**config.mk**
```make
export PLATFORM = sky130hd
export DESIGN_NAME = mc_sequencer
export DESIGN_NICKNAME = d
export VERILOG_FILES = /design/src/rtl/mc_pkg.sv /design/src/rtl/mc_md_timer.sv /design/src/rtl/mc_sequencer.sv
export SDC_FILE = /design/constraint.sdc
export NUM_CORES = 1
export LEC_CHECK = 0
export CAP_MARGIN = 0
export CORE_MARGIN = 3
export CORE_UTILIZATION = 41
export CTS_BUF_LIST = sky130_fd_sc_hd__clkbuf_16
export DETAILED_ROUTE_END_ITERATION = 8
export PLACE_DENSITY_LB_ADDON = 0.08
export SYNTH_ARGS = -nofsm -noshare
export SYNTH_HDL_FRONTEND = slang
export SYNTH_SLANG_ARGS = --single-unit
export TNS_END_PERCENT = 100
```
**constraint.sdc**
```tcl
create_clock -name clk -period 2 [get_ports clk]
set_input_delay 0.6 -clock clk [delete_from_list [all_inputs] [get_ports clk]]
set_output_delay 0.6 -clock clk [all_outputs]
set_load 0.005 [all_outputs]
```
**src/rtl/mc_pkg.sv**
```systemverilog
// mc_pkg: shared opcodes, state encoding, datapath select encodings and ALU codes
// for the multi-cycle sequencer; the dispatch helper honours MC_SEQ_MULDIV_EN.
package mc_pkg;

   typedef enum logic [3:0] {
      S_FETCH, S_DECODE, S_EXEC_R, S_EXEC_I, S_MEM_ADDR, S_MEM_RD, S_MEM_WR,
      S_WB_ALU, S_WB_MEM, S_BRANCH, S_JUMP, S_MD_START, S_MD_WAIT, S_TRAP
   } state_t;

   localparam logic [5:0] OP_RTYPE = 6'h00;
   localparam logic [5:0] OP_IMM_A = 6'h01;
   localparam logic [5:0] OP_IMM_B = 6'h07;
   localparam logic [5:0] OP_LW    = 6'h04;
   localparam logic [5:0] OP_SW    = 6'h05;
   localparam logic [5:0] OP_BEQ   = 6'h06;
   localparam logic [5:0] OP_BR_LO = 6'h08;
   localparam logic [5:0] OP_BR_HI = 6'h0D;
   localparam logic [5:0] OP_J     = 6'h0E;
   localparam logic [5:0] OP_IMUL  = 6'h0F;
   localparam logic [5:0] OP_DIVI  = 6'h10;

   localparam logic [1:0] B_REG   = 2'd0;
   localparam logic [1:0] B_FOUR  = 2'd1;
   localparam logic [1:0] B_IMM   = 2'd2;
   localparam logic [1:0] B_SHIMM = 2'd3;

   localparam logic [1:0] PC_ALU    = 2'd0;
   localparam logic [1:0] PC_ALUOUT = 2'd1;
   localparam logic [1:0] PC_JUMP   = 2'd2;

   localparam logic [5:0] ALU_ADD  = 6'd0;
   localparam logic [5:0] ALU_SUB  = 6'd1;
   localparam logic [5:0] ALU_IMM  = 6'd2;
   localparam logic [5:0] ALU_ADDR = 6'd3;
   localparam logic [5:0] ALU_BR8  = 6'd8;
   localparam logic [5:0] ALU_BR9  = 6'd9;
   localparam logic [5:0] ALU_BR10 = 6'd10;
   localparam logic [5:0] ALU_BR11 = 6'd11;
   localparam logic [5:0] ALU_BR12 = 6'd12;
   localparam logic [5:0] ALU_BR13 = 6'd13;
   localparam logic [5:0] ALU_JUMP = 6'd14;
   localparam logic [5:0] ALU_PASS = 6'd15;

   function automatic state_t decode_next(input logic [5:0] op);
      if (op == OP_RTYPE) return S_EXEC_R;
      if (op inside {OP_IMM_A, OP_IMM_B}) return S_EXEC_I;
      if (op inside {OP_LW, OP_SW}) return S_MEM_ADDR;
      if (op inside {OP_BEQ, [OP_BR_LO:OP_BR_HI]}) return S_BRANCH;
      if (op == OP_J) return S_JUMP;
`ifdef MC_SEQ_MULDIV_EN
      if (op inside {OP_IMUL, OP_DIVI}) return S_MD_START;
`endif
      return S_TRAP;
   endfunction

endpackage

```
**src/rtl/mc_md_timer.sv**
```systemverilog
// mc_md_timer: counts MD_WAIT cycles and flags the last permitted one.
module mc_md_timer
   import mc_pkg::*;
#(
   parameter int MD_TIMEOUT = 64
) (
   input  logic clk,
   input  logic rst,
   input  logic i_clear,
   input  logic i_inc,
   output logic o_last
);

   localparam int W = (MD_TIMEOUT > 1) ? $clog2(MD_TIMEOUT) : 1;

   logic [W-1:0] r_cnt;

   always_ff @(posedge clk) begin
      if (rst || i_clear) r_cnt <= '0;
      else if (i_inc) r_cnt <= r_cnt + W'(1);
   end

   assign o_last = (r_cnt == W'(MD_TIMEOUT - 1));

endmodule

```
**src/rtl/mc_sequencer.sv**
```systemverilog
// mc_sequencer: multi-cycle CPU control FSM with outputs decoded from state and opcode.
// Optional mul/div sequencing (MD_START/MD_WAIT, timeout counter) under MC_SEQ_MULDIV_EN.
module mc_sequencer
   import mc_pkg::*;
#(
   parameter int MD_TIMEOUT = 64
) (
   input  logic       clk,
   input  logic       rst,
   input  logic [5:0] opcode,
   input  logic       mem_ready,
   input  logic       md_done,
   output logic       pc_write,
   output logic       pc_write_cond,
   output logic       ir_write,
   output logic       iord,
   output logic       mem_read,
   output logic       mem_write,
   output logic       reg_write,
   output logic       reg_dst,
   output logic       mem_to_reg,
   output logic       alu_src_a,
   output logic [1:0] alu_src_b,
   output logic [1:0] pc_src,
   output logic [5:0] alu_op,
   output logic       md_start,
   output logic       md_op,
   output logic       illegal,
   output logic [3:0] state
);

   state_t r_state;

`ifdef MC_SEQ_MULDIV_EN
   logic w_md_last;

   mc_md_timer #(.MD_TIMEOUT(MD_TIMEOUT)) u_timer (
      .clk     (clk),
      .rst     (rst),
      .i_clear (r_state == S_MD_START),
      .i_inc   (r_state == S_MD_WAIT),
      .o_last  (w_md_last)
   );
`endif

   always_ff @(posedge clk) begin
      if (rst) r_state <= S_FETCH;
      else begin
         case (r_state)
            S_FETCH:    if (mem_ready) r_state <= S_DECODE;
            S_DECODE:   r_state <= decode_next(opcode);
            S_EXEC_R:   r_state <= S_WB_ALU;
            S_EXEC_I:   r_state <= S_WB_ALU;
            S_MEM_ADDR: r_state <= (opcode == OP_LW) ? S_MEM_RD : S_MEM_WR;
            S_MEM_RD:   if (mem_ready) r_state <= S_WB_MEM;
            S_MEM_WR:   if (mem_ready) r_state <= S_FETCH;
            S_WB_ALU:   r_state <= S_FETCH;
            S_WB_MEM:   r_state <= S_FETCH;
            S_BRANCH:   r_state <= S_FETCH;
            S_JUMP:     r_state <= S_FETCH;
`ifdef MC_SEQ_MULDIV_EN
            S_MD_START: r_state <= S_MD_WAIT;
            // a result on the final count wins over the timeout
            S_MD_WAIT:  r_state <= md_done ? S_WB_ALU : (w_md_last ? S_TRAP : S_MD_WAIT);
`endif
            default:    r_state <= S_TRAP;
         endcase
      end
   end

   always_comb begin
      pc_write      = 1'b0;
      pc_write_cond = 1'b0;
      ir_write      = 1'b0;
      iord          = 1'b0;
      mem_read      = 1'b0;
      mem_write     = 1'b0;
      reg_write     = 1'b0;
      reg_dst       = 1'b0;
      mem_to_reg    = 1'b0;
      alu_src_a     = 1'b0;
      alu_src_b     = B_REG;
      pc_src        = PC_ALU;
      alu_op        = ALU_ADD;
      md_start      = 1'b0;
      md_op         = 1'b0;
      case (r_state)
         S_FETCH: begin
            mem_read  = 1'b1;
            alu_src_b = B_FOUR;
            ir_write  = mem_ready;
            pc_write  = mem_ready;
         end
         S_DECODE:   alu_src_b = B_SHIMM;
         S_EXEC_R:   alu_src_a = 1'b1;
         S_EXEC_I: begin
            alu_src_a = 1'b1;
            alu_src_b = B_IMM;
            alu_op    = ALU_IMM;
         end
         S_MEM_ADDR: begin
            alu_src_a = 1'b1;
            alu_src_b = B_IMM;
            alu_op    = ALU_ADDR;
         end
         S_MEM_RD: begin
            iord     = 1'b1;
            mem_read = 1'b1;
         end
         S_MEM_WR: begin
            iord      = 1'b1;
            mem_write = 1'b1;
         end
         S_WB_ALU: begin
            reg_write = 1'b1;
            reg_dst   = opcode inside {OP_RTYPE, OP_IMUL, OP_DIVI};
         end
         S_WB_MEM: begin
            reg_write  = 1'b1;
            mem_to_reg = 1'b1;
         end
         S_BRANCH: begin
            pc_write_cond = 1'b1;
            alu_src_a     = 1'b1;
            pc_src        = PC_ALUOUT;
            alu_op        = (opcode == OP_BEQ) ? ALU_SUB : opcode;
         end
         S_JUMP: begin
            pc_write = 1'b1;
            pc_src   = PC_JUMP;
            alu_op   = ALU_JUMP;
         end
`ifdef MC_SEQ_MULDIV_EN
         S_MD_START: begin
            md_start  = 1'b1;
            md_op     = opcode[4];
            alu_src_a = 1'b1;
            alu_src_b = B_IMM;
         end
         S_MD_WAIT:  md_op = opcode[4];
`endif
         default: ;
      endcase
      if (rst) begin
         pc_write      = 1'b0;
         pc_write_cond = 1'b0;
         ir_write      = 1'b0;
         mem_read      = 1'b0;
         mem_write     = 1'b0;
         reg_write     = 1'b0;
         md_start      = 1'b0;
      end
   end

   assign illegal = (r_state == S_TRAP);
   assign state   = r_state;

endmodule
```
==> results of run 1 <==
cells by family after synthesis:
family / Yosys count
AND/OR/NAND/NOR: 58
AO/OA/AOI/OAI: 33
buffers and inverters: 22
flip-flops: 4
XOR/XNOR: 1
multiplexers: 1
other: 1
stage by stage:
stage	std cells	setup WS, ns
after floorplan	121	0.01674
after global placement	202	-0.9100
after detailed placement	202	-0.9334
after CTS	223	-0.1818
what timing repair did:
item	4_1_cts
pin swaps	14
buffers inserted	18
resized for setup	129
setup endpoints to repair	23
==> results.tsv, run 1 <==
stage	metric	value	unit
global_routing	grt_max_degree	12	
outcome	status	stopped before the end	
floorplan	num_rows	15	
yosys	synth_cell_types	49	
yosys	syn_avg_cell_area	6.715	µm²
yosys	yosysSeqAreaShare	0.09938	
floorplan	fp.dieH	50.33	µm
cts	cts.sinks	4	
cts	clock-root-buffer	clkbuf_16	
yosys	synth.area.top_cells	dfxtp_1 (9.9%), nor2_1 (7.5%), buf_4 (5.6%)	
yosys	yosys_register_bits	4	
cts	htree_levels	1	
yosys	synth_compound_gate_area_share	0.3028	
placed_design	place.port_buffers	33	
placed_design	dpl_cell_area	0.001359	mm²
outcome	tool.error	[ERROR DPL-0038] Utilization greater than 100%, impossible to legalize	
timing	worst-ep-kind	top-level output	
floorplan	die_w	50.33	µm
yosys	yosysWarnings	0	
timing	grt-worst-endpoint	alu_op[1]	
yosys	synthArstFlopShare	0	
yosys	synth_simple_gate_area_share	0.4053	
floorplan	ios	37	
yosys	synthMuxAreaShare	0.01398	
yosys	synth_area_leader_cell	dfxtp_1	
yosys	post_synth_xor_area_fraction	0.01087	
cts	clock_path_buffers	2	
yosys	synth_area	805.8	µm²
yosys	synth_flop_cell	dfxtp_1	
yosys	synth_most_common_cell	nor2_1	
cts	cts_made_buffers	3	
placed_design	dpl.hpwl	2117	µm
yosys	synthAdderAreaFrac	0	
floorplan	initial_core_util	0.4519	
yosys	synth_common_cells	nor2_1 (16), nor4_1 (7)	
cts	cts_hold_buf	0	
outcome	stop_stage	global routing	
placed_design	place.gp.congestion	0.8890	
yosys	synth_edf_count	0	
yosys	syn_inst	120	
yosys	synth.top_cell.area_share	0.09938	
yosys	synth_top_family_by_area	simple AND/OR/NAND/NOR gates	
==> inputs of run 2 (changes only) <==
--- a/config.mk
+++ b/config.mk
@@ -6,11 +6,10 @@
 export NUM_CORES = 1
 export LEC_CHECK = 0
 export CAP_MARGIN = 0
-export CORE_MARGIN = 3
-export CORE_UTILIZATION = 41
-export CTS_BUF_LIST = sky130_fd_sc_hd__clkbuf_16
+export CORE_AREA = 3 3 64 66
 export DETAILED_ROUTE_END_ITERATION = 8
-export PLACE_DENSITY_LB_ADDON = 0.08
+export DIE_AREA = 0 0 67 69
+export PLACE_DENSITY_LB_ADDON = 0.15
 export SYNTH_ARGS = -nofsm -noshare
 export SYNTH_HDL_FRONTEND = slang
 export SYNTH_SLANG_ARGS = --single-unit
==> run 2 against run 1 <==
Net effect: synthesized area did not move; synthesized cell count did not move; the flow now finishes, with violations (setup timing).
==> results.tsv, run 2 <==
stage	metric	value	unit
outcome	status	finished with violations	
outcome	violations	setup timing	
worst_setup_path	start_kind	input pin	
floorplan	ios	37	
cells_and_area	fin_cells	255	
cells_and_area	mostFrequentLayoutCells	buf_4 (52), buf_6 (16), buf_2 (15), nor2_1 (12), dlygate4sd2_1 (8)	
timing	fmax	451.0	MHz
floorplan	num_rows	22	
yosys	yosysSeqAreaShare	0.09938	
detailed_routing	drtAntennaViolNets	0	
yosys	synth.top_cell.area_share	0.09938	
timing	setup_violations	4	
worst_setup_path	cp.required	1.40	ns
cts	path_clk_slew	0.04	ns
yosys	synth_area	805.8	µm²
placed_design	place.port_buffers	33	
job	maxCapViolations	0	
global_routing	grtUsageTotal	0.1611	
cells_and_area	diodes	0	
global_routing	overflow	0	
global_routing	antenna_found_initial	0	
global_routing	grt_pass1_vias	1260	
floorplan	core-area	0.003633	mm²
global_routing	grt_pass1_wl	5968	µm
worst_setup_path	reg2reg_to	state[0]$_SDFFE_PP0P_	
floorplan	die_w	67	µm
detailed_routing	drc_errors	0	
worst_setup_path	reg2reg_slack	0.35	ns
detailed_routing	drt_first_iter_violations	56	
cells_and_area	drive_gt1_frac	0.6377	
cells_and_area	final_common_cell	buf_4	
worst_hold_path	hp-class	flop to flop	
cts	clock-root-buffer	clkbuf_8	
global_routing	grt_max_degree	11	
timing	setup_tns	-0.6335	ns
cts	clkLatencyLatePin	0.22	ns
placed_design	dpl.hpwl	2407	µm
power	power.density	1347	mW/mm²
yosys	synth_common_cells	nor2_1 (16), nor4_1 (7)	
cts	cts_made_buffers	3	
cts	clock_path_buffers	2	
floorplan	initial_core_util	0.2218	
yosys	yosys_register_bits	4	
yosys	syn_inst	120	
yosys	syn_avg_cell_area	6.715	µm²
timing	fin_ws	-0.2171	ns
timing	period_share	1.109	
worst_setup_path	criticalPathCategory	input pin to output port	
detailed_routing	vias	1253	
detailed_routing	viasPerCell	4.914	
cells_and_area	largest_reg_flops	4	
cells_and_area	num-fill-cells	373	
floorplan	fp.dieH	69	µm
cts	htree_levels	1	
cells_and_area	synthToLayoutAreaGrowth	124.5	%
yosys	synth_flop_cell	dfxtp_1	
cells_and_area	regArea	95.09	µm²
timing	finalHoldViolations	0	
detailed_routing	routedWlPerCell	14.91	µm
placed_design	place.gp.congestion	0.7850	
cts	cts.sinks	4	
timing	slew_viol_final	0	
power	max-vdd-ir-drop	0.5131	mV
yosys	synthArstFlopShare	0	
worst_hold_path	min_to	state[1]$_SDFFE_PP0P_	
timing	min_period	2.217	ns
yosys	yosysWarnings	0	
worst_hold_path	whs_path_depth	2	
worst_setup_path	rr_startpoint	state[3]$_SDFFE_PP0P_	
detailed_routing	finalWirelength	3803	µm
yosys	synth_area_leader_cell	dfxtp_1	
timing	rsz0062_at_grt	yes	
cells_and_area	multi_input_area	783.3	µm²
cells_and_area	nNetsFinal	219	
yosys	synth.area.top_cells	dfxtp_1 (9.9%), nor2_1 (7.5%), buf_4 (5.6%)	
detailed_routing	drt_pre_antenna_iters	4	
worst_setup_path	worstSetupEndpointType	output port	
floorplan	die-area	0.004623	mm²
yosys	synth_most_common_cell	nor2_1	
yosys	synth_edf_count	0	
yosys	synth_cell_types	49	
timing	final.setup_skew	0.005717	ns
worst_setup_path	crit_fanout	3	
power	cellLeakagePower	0.8483	nW
worst_setup_path	arrival	1.62	ns
worst_hold_path	min_from	state[3]$_SDFFE_PP0P_	
cts	cts_tree	done	
placed_design	dp_cells	230	
worst_setup_path	reg2reg_depth	7	
## run 2: cell counts after synthesis
Identical to the previous run, type by type.
## run 2: routing by layer
layer	up-vias	wire length, µm	global-route usage
li1	611	-	-
met1	604	1632	0.2071
met2	36	1975	0.2740
met3	2	190	0.03094
met4	0	4	0.03153
met5	-	0	0
## run 2: critical path, cell delays in order
cell	delay, ns
buf_6	0.09
and2b_2	0.21
nand4_1	0.14
a211o_1	0.35
a21oi_2	0.11
buf_2	0.12
## run 2: cells by family after synthesis
logic type      Yosys count  synth area share
simple gates             58            0.4053
compound gates           33            0.3028
buf+inv                  22            0.1630
flops                     4           0.09938
xor+xnor                  1           0.01087
mux                       1           0.01397
other cells               1          0.004654
## run 2: worst max-delay path by stage
stage	start	to	slack, ns	cells after the start
6_report	opcode[3]	alu_op[0]	-0.22	6
5_1_grt	opcode[3]	alu_op[0]	-0.26	6
4_1_cts	opcode[3]	alu_op[0]	-0.22	6
3_5_place_dp	opcode[3]	alu_op[0]	-0.98	6
3_3_place_gp	opcode[3]	alu_op[0]	-0.98	6
2_1_floorplan	opcode[3]	alu_op[0]	0.02	4
## run 2: layout make-up
| type | instances | share of cell area |
|---|---|---|
| clock buffer | 3 | 0.02282 |
| inverter | 5 | 0.01176 |
| multi-input combinational | 95 | 0.4329 |
| sequential | 4 | 0.05256 |
| tap | 48 | 0.03319 |
| timing repair buffer | 100 | 0.4467 |
## run 2: timing repair
item	in CTS	in global routing
setup buffers	16	6
gates cloned	0	0
setup endpoints to repair	23	14
hold buffers	0	0
gates resized for setup	138	22
pin swaps	14	8
## run 2: through the flow
step	worst slack (ns)	utilization	hold slack (ns)	power [mW]	cell area (µm²)
6_report	-0.2171	0.4979	0.6335	2.437	1809
5_1_grt	-0.2580	0.4979	0.6457	2.617	1809
4_1_cts	-0.2248	0.4725	0.6289	2.275	1717
3_5_place_dp	-0.9833	0.3922	0.6936	1.752	1425
3_3_place_gp	-0.9780	0.3922	0.7029	1.739	1425
2_1_floorplan	0.01674	-	0.7080	0.8725	809.5
## run 2: power breakdown
group	switching (mW)	leakage (nW)	internal (mW)	total, mW
clock	0.0488	0.0216	0.129	0.178
sequential	0.104	0.0356	0.145	0.249
combinational	0.874	0.791	1.14	2.01
total	1.03	0.848	1.41	2.44
Power figures use the tool's default switching activity.
